### src/rtl/icache_direct_mapped.sv
// -----------------------------------------------------------------------------
// icache_direct_mapped
//   Direct-mapped, read-only instruction cache. It has 16 one-word frames and
//   sits between the fetch path and the memory controller's instruction port.
//   Hits are served combinationally in the request cycle. A miss latches the
//   word address and issues one memory read (FETCH state). When iwait drops,
//   the returned word fills the frame, and the request then hits in IDLE.
//
// Ports
//   CLK, RST            clock; asynchronous active-high reset
//   imemREN, imemaddr   datapath read request and byte address
//   ihit, imemload      hit indication and instruction word (0 when no hit)
//   iREN, iaddr         memory-side read request and word address
//   iwait, iload        memory busy flag and read data
//   hit_count           count of cycles with ihit=1 (wraps)
//   miss_count          count of misses, taken on entry to FETCH (wraps)
// -----------------------------------------------------------------------------
module icache_direct_mapped #(
    parameter int CNT_W = 32
) (
    input  logic             CLK,
    input  logic             RST,
    input  logic             imemREN,
    input  logic [31:0]      imemaddr,
    output logic             ihit,
    output logic [31:0]      imemload,
    output logic             iREN,
    output logic [31:0]      iaddr,
    input  logic             iwait,
    input  logic [31:0]      iload,
    output logic [CNT_W-1:0] hit_count,
    output logic [CNT_W-1:0] miss_count
);
    // Cache geometry is fixed: 26-bit tag, 4-bit index, one word per block.
    localparam int ITAG_W  = 26;
    localparam int IIDX_W  = 4;
    localparam int IBYT_W  = 2;
    localparam int NFRAMES = 1 << IIDX_W;

    typedef struct packed {
        logic [ITAG_W-1:0] tag;
        logic [IIDX_W-1:0] idx;
        logic [IBYT_W-1:0] bytoff;
    } icachef_t;

    typedef enum logic {IDLE, FETCH} state_t;

    state_t             state_q;
    icachef_t           miss_q;     // latched miss address, bytoff always 0
    logic [NFRAMES-1:0] valid_q;
    logic [ITAG_W-1:0]  tag_q  [NFRAMES];
    logic [31:0]        data_q [NFRAMES];

    icachef_t req;
    logic     hit;
    logic     miss;
    logic     fill;

    assign req  = icachef_t'(imemaddr);
    assign hit  = imemREN && (state_q == IDLE) && valid_q[req.idx]
                  && (tag_q[req.idx] == req.tag);
    assign miss = imemREN && (state_q == IDLE) && !hit;
    // A fill happens only in FETCH. An iload that arrives while idle is ignored.
    assign fill = (state_q == FETCH) && !iwait;

    assign ihit     = hit;
    assign imemload = hit ? data_q[req.idx] : '0;
    // The request comes straight from the state flop. Reset therefore drops
    // iREN asynchronously.
    assign iREN     = (state_q == FETCH);
    assign iaddr    = iREN ? 32'(miss_q) : '0;

    always_ff @(posedge CLK or posedge RST) begin
        if (RST) begin
            state_q    <= IDLE;
            miss_q     <= '0;
            valid_q    <= '0;
            hit_count  <= '0;
            miss_count <= '0;
        end else begin
            case (state_q)
                IDLE: begin
                    if (miss) begin
                        miss_q     <= '{tag: req.tag, idx: req.idx, bytoff: '0};
                        miss_count <= miss_count + CNT_W'(1);
                        state_q    <= FETCH;
                    end
                end
                FETCH: begin
                    if (!iwait) begin
                        valid_q[miss_q.idx] <= 1'b1;
                        state_q             <= IDLE;
                    end
                end
                default: state_q <= IDLE;
            endcase
            if (hit) hit_count <= hit_count + CNT_W'(1);
        end
    end

    // The tag and data arrays are qualified by valid_q, so they need no reset.
    always_ff @(posedge CLK) begin
        if (fill) begin
            tag_q[miss_q.idx]  <= miss_q.tag;
            data_q[miss_q.idx] <= iload;
        end
    end

endmodule

### config.mk
export PLATFORM = sky130hd
export DESIGN_NAME = icache_direct_mapped
export DESIGN_NICKNAME = d
export VERILOG_FILES = /design/src/rtl/icache_direct_mapped.sv
export SDC_FILE = /design/constraint.sdc
export NUM_CORES = 1
export LEC_CHECK = 0
export ABC_AREA = 1
export CELL_PAD_IN_SITES_DETAIL_PLACEMENT = 0
export CELL_PAD_IN_SITES_GLOBAL_PLACEMENT = 1
export CORE_UTILIZATION = 54
export CTS_BUF_LIST = sky130_fd_sc_hd__clkbuf_8
export DETAILED_ROUTE_END_ITERATION = 10
export PLACE_DENSITY_LB_ADDON = 0.1
export RECOVER_POWER = 50
export REMOVE_ABC_BUFFERS = 1
export SYNTH_ARGS = -nofsm -noshare
export SYNTH_HDL_FRONTEND = slang
export SYNTH_SLANG_ARGS = --single-unit
export TNS_END_PERCENT = 30
### constraint.sdc
create_clock -name CLK -period 6.9 [get_ports CLK]
set_input_delay 1.035 -clock CLK [delete_from_list [all_inputs] [get_ports CLK]]
set_output_delay 1.035 -clock CLK [all_outputs]
set_load 0.02 [all_outputs]
# Yosys cells after proc, flatten, opt, wreduce, memory -nomap -nowiden
# Memory sizes are Yosys's and may differ from the RTL's.
# Index checks and enable logic that the tools add are counted.
[totals]
register_bits = 111
inputBits = 68
n_memories = 2
ramBits = 928
word_cells = 38
output_inout_bits = 130
[classes]
mux = 11
magnitude_cmp = 3
bitwise = 3
n_reduce_logical = 10
eq_ne = 1
add_sub_neg = 2
[mem_list]
columns = ["name", "words", "word_bits", "read_ports", "rd_clocked_by_memory_dff", "write_ports", "line", "text"]
rows = [
  ["data_q", 16, 32, 1, 0, 1, "52", "logic [31:0] data_q [NFRAMES];"],
  ["tag_q", 16, 26, 1, 0, 1, "51", "logic [ITAG_W-1:0] tag_q [NFRAMES];"],
]
[op_table]
columns = ["operator", "count"]
rows = [
  ["$add A32 B1 Y32 const B", 2],
  ["$mux W32", 2],
  ["$eq A26 B26 Y1", 1],
  ["$or A16 B16 Y16", 1],
  ["$lt A4 B5 Y1 const B", 2],
  ["$logic_and A1 B1 Y1", 6],
  ["$mux W1", 6],
  ["$bmux W1 S4", 1],
  ["$demux W1 S4", 1],
  ["$ge A4 B1 Y1 const B", 1],
  ["$reduce_and A2 Y1", 2],
  ["$logic_not A1 Y1", 2],
  ["$not A1 Y1", 2],
  ["$pmux W1 S2", 1],
]

# Logic depth before layout (Yosys ltp)
[logic_depth]
depth_word = 8
ltp_mapped = 22
depth_no_buf = 18

# Worst setup path after synthesis
# No wires, ideal clock.
[synth_path]
path_kind = "input to register"
start = "in iwait"
end = "mem data_q[0][0], enable pin"
n_path_buf = 0
arrival_time_ns = 3.764
required_time_ns = 6.425
cell_stages = 3
path_slack_ns = 2.661
cell_sequence = "nor2_1 > nand3_1 > nor2_1"
[synth_via]
elab_chain_cells = 4
[synth_lines]
columns = ["item", "line", "text"]
rows = [
  ["start, declared", "29", "input logic iwait,"],
  ["$logic_not A1 Y1", "--", ""],
  ["$logic_and A1 B1 Y1", "64", "assign fill = (state_q == FETCH) && !iwait;"],
  ["$mux W1", "103", "if (fill) begin"],
  ["$mux W1 (implied by the code)", "105", "data_q[miss_q.idx] <= iload;"],
  ["end, declared", "52", ""],
]
# No other way between the ends.

# Worst setup path after layout
[layout_path]
start = "in imemaddr[2]"
end = "out imemload[29]"
[layout_via]
elab_chain_cells = 5
[layout_lines]
columns = ["item", "line", "text"]
rows = [
  ["start, declared", "24", "input logic [31:0] imemaddr,"],
  ["branches (longest 4 deep; another with $mem_v2 Z16 W26)", "--", ""],
  ["$mux W32 (*)", "67", "assign imemload = hit ? data_q[req.idx] : '0;"],
  ["end, declared", "26", "output logic [31:0] imemload,"],
]
# Mark *: on every way between the ends. The select of a mux whose other input is x is not followed.

==> flow_metrics.py <==
metrics = {
    "status": {
        "outcome": "finished with violations",
        "violations": "capacitance limit, slew limit",
    },
    "layout": {
        "layout.cells.non_filler": 5430,
        "post-route-util": 0.622,
        "num-nets-final": 4300,
        "drive_gt1_frac": 0.0763,
        "nFillCells": 6554,
        "area_growth_pct": 13.5,
    },
    "synthesis": {
        "async_reset_ff_frac": 0.107,
        "netlist-cell-type-count": 37,
        "synth-seq-cells": 1039,
        "synth_area_leaders": "edfxtp_1, nand2_1, dfrtp_1",
        "synth.largest_area_cell": "edfxtp_1",
        "netlist_area_um2": 44400,
        "synth-main-ff-cell": "edfxtp_1",
        "yosysMostFrequentCell": "nand2_1",
        "yosys_warnings": 0,
        "synth_edf_count": 928,
        "synth_common_cells": "nand2_1, edfxtp_1, nand3_1",
        "postSynthCellCount": 4036,
        "synth.avg_cell_area_um2": 11.0,
        "synth_top_cell_area_share": 0.628,
        "ys_seq_area_frac": 0.691,
    },
    "worst_hold_path": {
        "hold_end": "valid_q[5]",
        "worstHoldPathType": "flip-flop to flip-flop",
        "hp-start": "valid_q[5]",
        "hold-path-cell-count": 2,
    },
    "setup_path": {
        "crit_fanout": 125,
        "r2r-end": "tag_q[2][2]",
        "required_ns": 5.86,
        "path_common_cell": "nand2_1",
        "critPathLaunchType": "primary input",
        "crit_family": "buffers and inverters",
        "rr_worst_depth": 5,
        "endpoint_kind": "primary output",
        "r2r-start": "iREN",
        "r2r_setup_slack_ns": 1.72,
        "path_class": "primary input to primary output",
        "critPathBufInv": 4,
        "arrival_ns": 4.99,
        "slowest_stage": "clkdlybuf4s50_1",
        "critPathMaxStageDelay_ns": 0.67,
        "cp_cell_sequence": "buf_8 -> buf_12 -> nor2_1 -> nor2_1 -> o21ai_1 -> nand3_1 -> nand3_1 -> nand2_1 -> nand2_1 -> nand2_1 -> nand2_1 -> nor2_1 -> nand2_1 -> nor2_1 -> nand2_2 -> buf_4 -> nor3_2 -> clkdlybuf4s50_1",
    },
    "power_and_ir_drop": {
        "peakVddDrop_mv": 0.197,
        "pwr-share-clk": 0.362,
        "comb_power_share": 0.085,
        "p_seq_frac": 0.553,
        "p_int_uw": 9930,
        "powerDensity_nw_per_um2": 265,
        "power.switching_uw": 3430,
        "swShare": 0.257,
        "p_leak_uw": 0.0196,
    },
    "clock_network": {
        "clock-sinks": 1039,
        "post_cts_buffers": 0,
        "cts_buffers": 166,
        "tritoncts": "built",
        "htree_levels": 4,
        "hold_buffers": 0,
        "cts_resized": 0,
        "clk_pin_slew_worst_paths_ns": 0.06,
        "insertion_delay_ns": 0.82,
        "clock_path_buffers": 3,
        "cts-root-buf": "clkbuf_8",
    },
    "die": {
        "coreArea_um2": 80900,
        "die_h_um": 289,
        "start_util": 0.548,
        "io_pins": 198,
        "die_w_um": 289,
        "rows": 104,
        "die_area_um2": 83300,
    },
    "global_route": {
        "antenna_found_initial": 9,
        "grt_pass1_vias": 28800,
        "grt_pass1_wl_um": 176000,
        "grt_max_degree": 211,
        "overflow": 0,
        "grt_usage": 0.286,
    },
    "timing": {
        "max_freq_mhz": 166,
        "clock_skew_ns": 0.0519,
        "rsz0062_at_grt": "no",
        "setup_viol": 0,
        "finalHoldViolations": 0,
        "relSlewSlack": -1.09,
        "maxSlewViolCount": 160,
        "tightest_slew_ns": 3.11,
        "post-route-min-period_ns": 6.03,
        "finalSetupTns_ns": 0,
        "period_share": 0.874,
    },
    "placement": {
        "gp_congestion": 0.875,
        "place_inst": 5122,
        "dpl.hpwl_um": 61300,
        "io_buffers": 193,
    },
    "route": {
        "ant_nets": 0,
        "wl_per_cell_um": 21.9,
        "dr.pass1.iters": 7,
        "drt-initial-drc-count": 2777,
        "drt-vias-per-instance": 5.67,
        "drcViolationCount": 0,
        "wl_um": 119000,
        "vias": 30800,
    },
    "job": {
        "cap_violations": 7,
    },
}
## area by class of cell
type | count | area (µm²) | area share
timing repair buffer | 255 | 2570 | 0.0511
tap | 1060 | 1330 | 0.0264
antenna | 4 | 10.0 | 0.000199
multi-input combinational | 2460 | 11500 | 0.229
sequential | 1039 | 30600 | 0.609
clock buffer | 172 | 2370 | 0.0470
clock inverter | 132 | 686 | 0.0136
inverter | 308 | 1180 | 0.0235
## worst min-delay path, cell delays in order, from the launching register on
cell and delay [ns]:
dfrtp_1 0.32, inv_1 0.05, o21ai_0 0.06
## cells in the final DEF (no fill, tap or decap), types with 12 or more instances in the layout
cell type        netlist  layout
nand2_1             1252    1250
edfxtp_1             928     928
nand3_1              422     422
inv_1                297     362
a21oi_1              234     234
clkbuf_8               0     172
nor2_1               172     162
clkdlybuf4s50_1        0     156
dfrtp_1              111     111
a221oi_1             103     103
nor3_1                56      56
buf_4                 29      49
clkinv_1               1      34
dlygate4sd3_1          0      33
nor3_2                30      30
o211ai_1              27      27
o21ai_0               27      27
a311oi_1              25      25
xor2_1                21      21
o21ai_1               20      20
xnor2_1               18      18
nand4_1               15      15
clkinv_2               0      14
buf_12                 0      14
nor4_1                12      12
## through the flow
stage	total power, µW	setup slack, ns	area [µm²]	hold slack, ns
6_report	13400	0.871	50300	0.458
5_1_grt	13900	0.699	50300	0.478
4_1_cts	13500	0.940	50400	0.461
3_5_place_dp	8660	0.950	47300	0.447
3_3_place_gp	8640	0.919	47300	0.437
2_1_floorplan	8050	-0.339	43300	0.428
## power by group through the flow
| stage | clock, µW | combinational [µW] | sequential (µW) |
|---|---|---|---|
| 6_report | 4830 | 1140 | 7390 |
| 5_1_grt | 5190 | 1240 | 7420 |
| 4_1_cts | 4920 | 1140 | 7390 |
| 3_5_place_dp | 0 | 1140 | 7520 |
| 3_3_place_gp | 0 | 1130 | 7510 |
| 2_1_floorplan | 0 | 594 | 7460 |
## routing by layer
| layer | track usage | vias to the layer above | wire (µm) |
|---|---|---|---|
| met4 | 0.0929 | 4 | 2750 |
| li1 | - | 14400 | - |
| met3 | 0.0487 | 203 | 8340 |
| met1 | 0.411 | 15100 | 52000 |
| met5 | 0 | - | 24 |
| met2 | 0.447 | 1103 | 55700 |
## how the worst max path moves through the flow
stage                     slack [ns]            to  cells after the start         from
after floorplan                -0.34          iREN                     14  imemaddr[3]
after global placement          0.92  imemload[23]                     18  imemaddr[2]
after detailed placement        0.95  imemload[23]                     18  imemaddr[2]
after CTS                       0.94  imemload[23]                     18  imemaddr[2]
after global routing            0.70  imemload[23]                     17  imemaddr[2]
final                           0.87  imemload[29]                     18  imemaddr[2]
## flip-flops by register name, indices dropped and copies added, names as in the netlist
signal,cells
data_q,512
hit_count,32
miss_count,32
tag_q,416
miss_q,30
valid_q,16
iREN,1
## kinds of logic after synthesis
family                   Yosys count  share of synthesized area
AO/OA/AOI/OAI                    436                     0.0616
buffers and inverters            538                     0.0508
XOR/XNOR                          39                    0.00770
other                              1                  0.0000846
flip-flops                      1039                      0.691
adder cells (fa/ha/maj)            2                   0.000564
AND/OR/NAND/NOR                 1981                      0.188
Power figures use the tool's default switching activity.
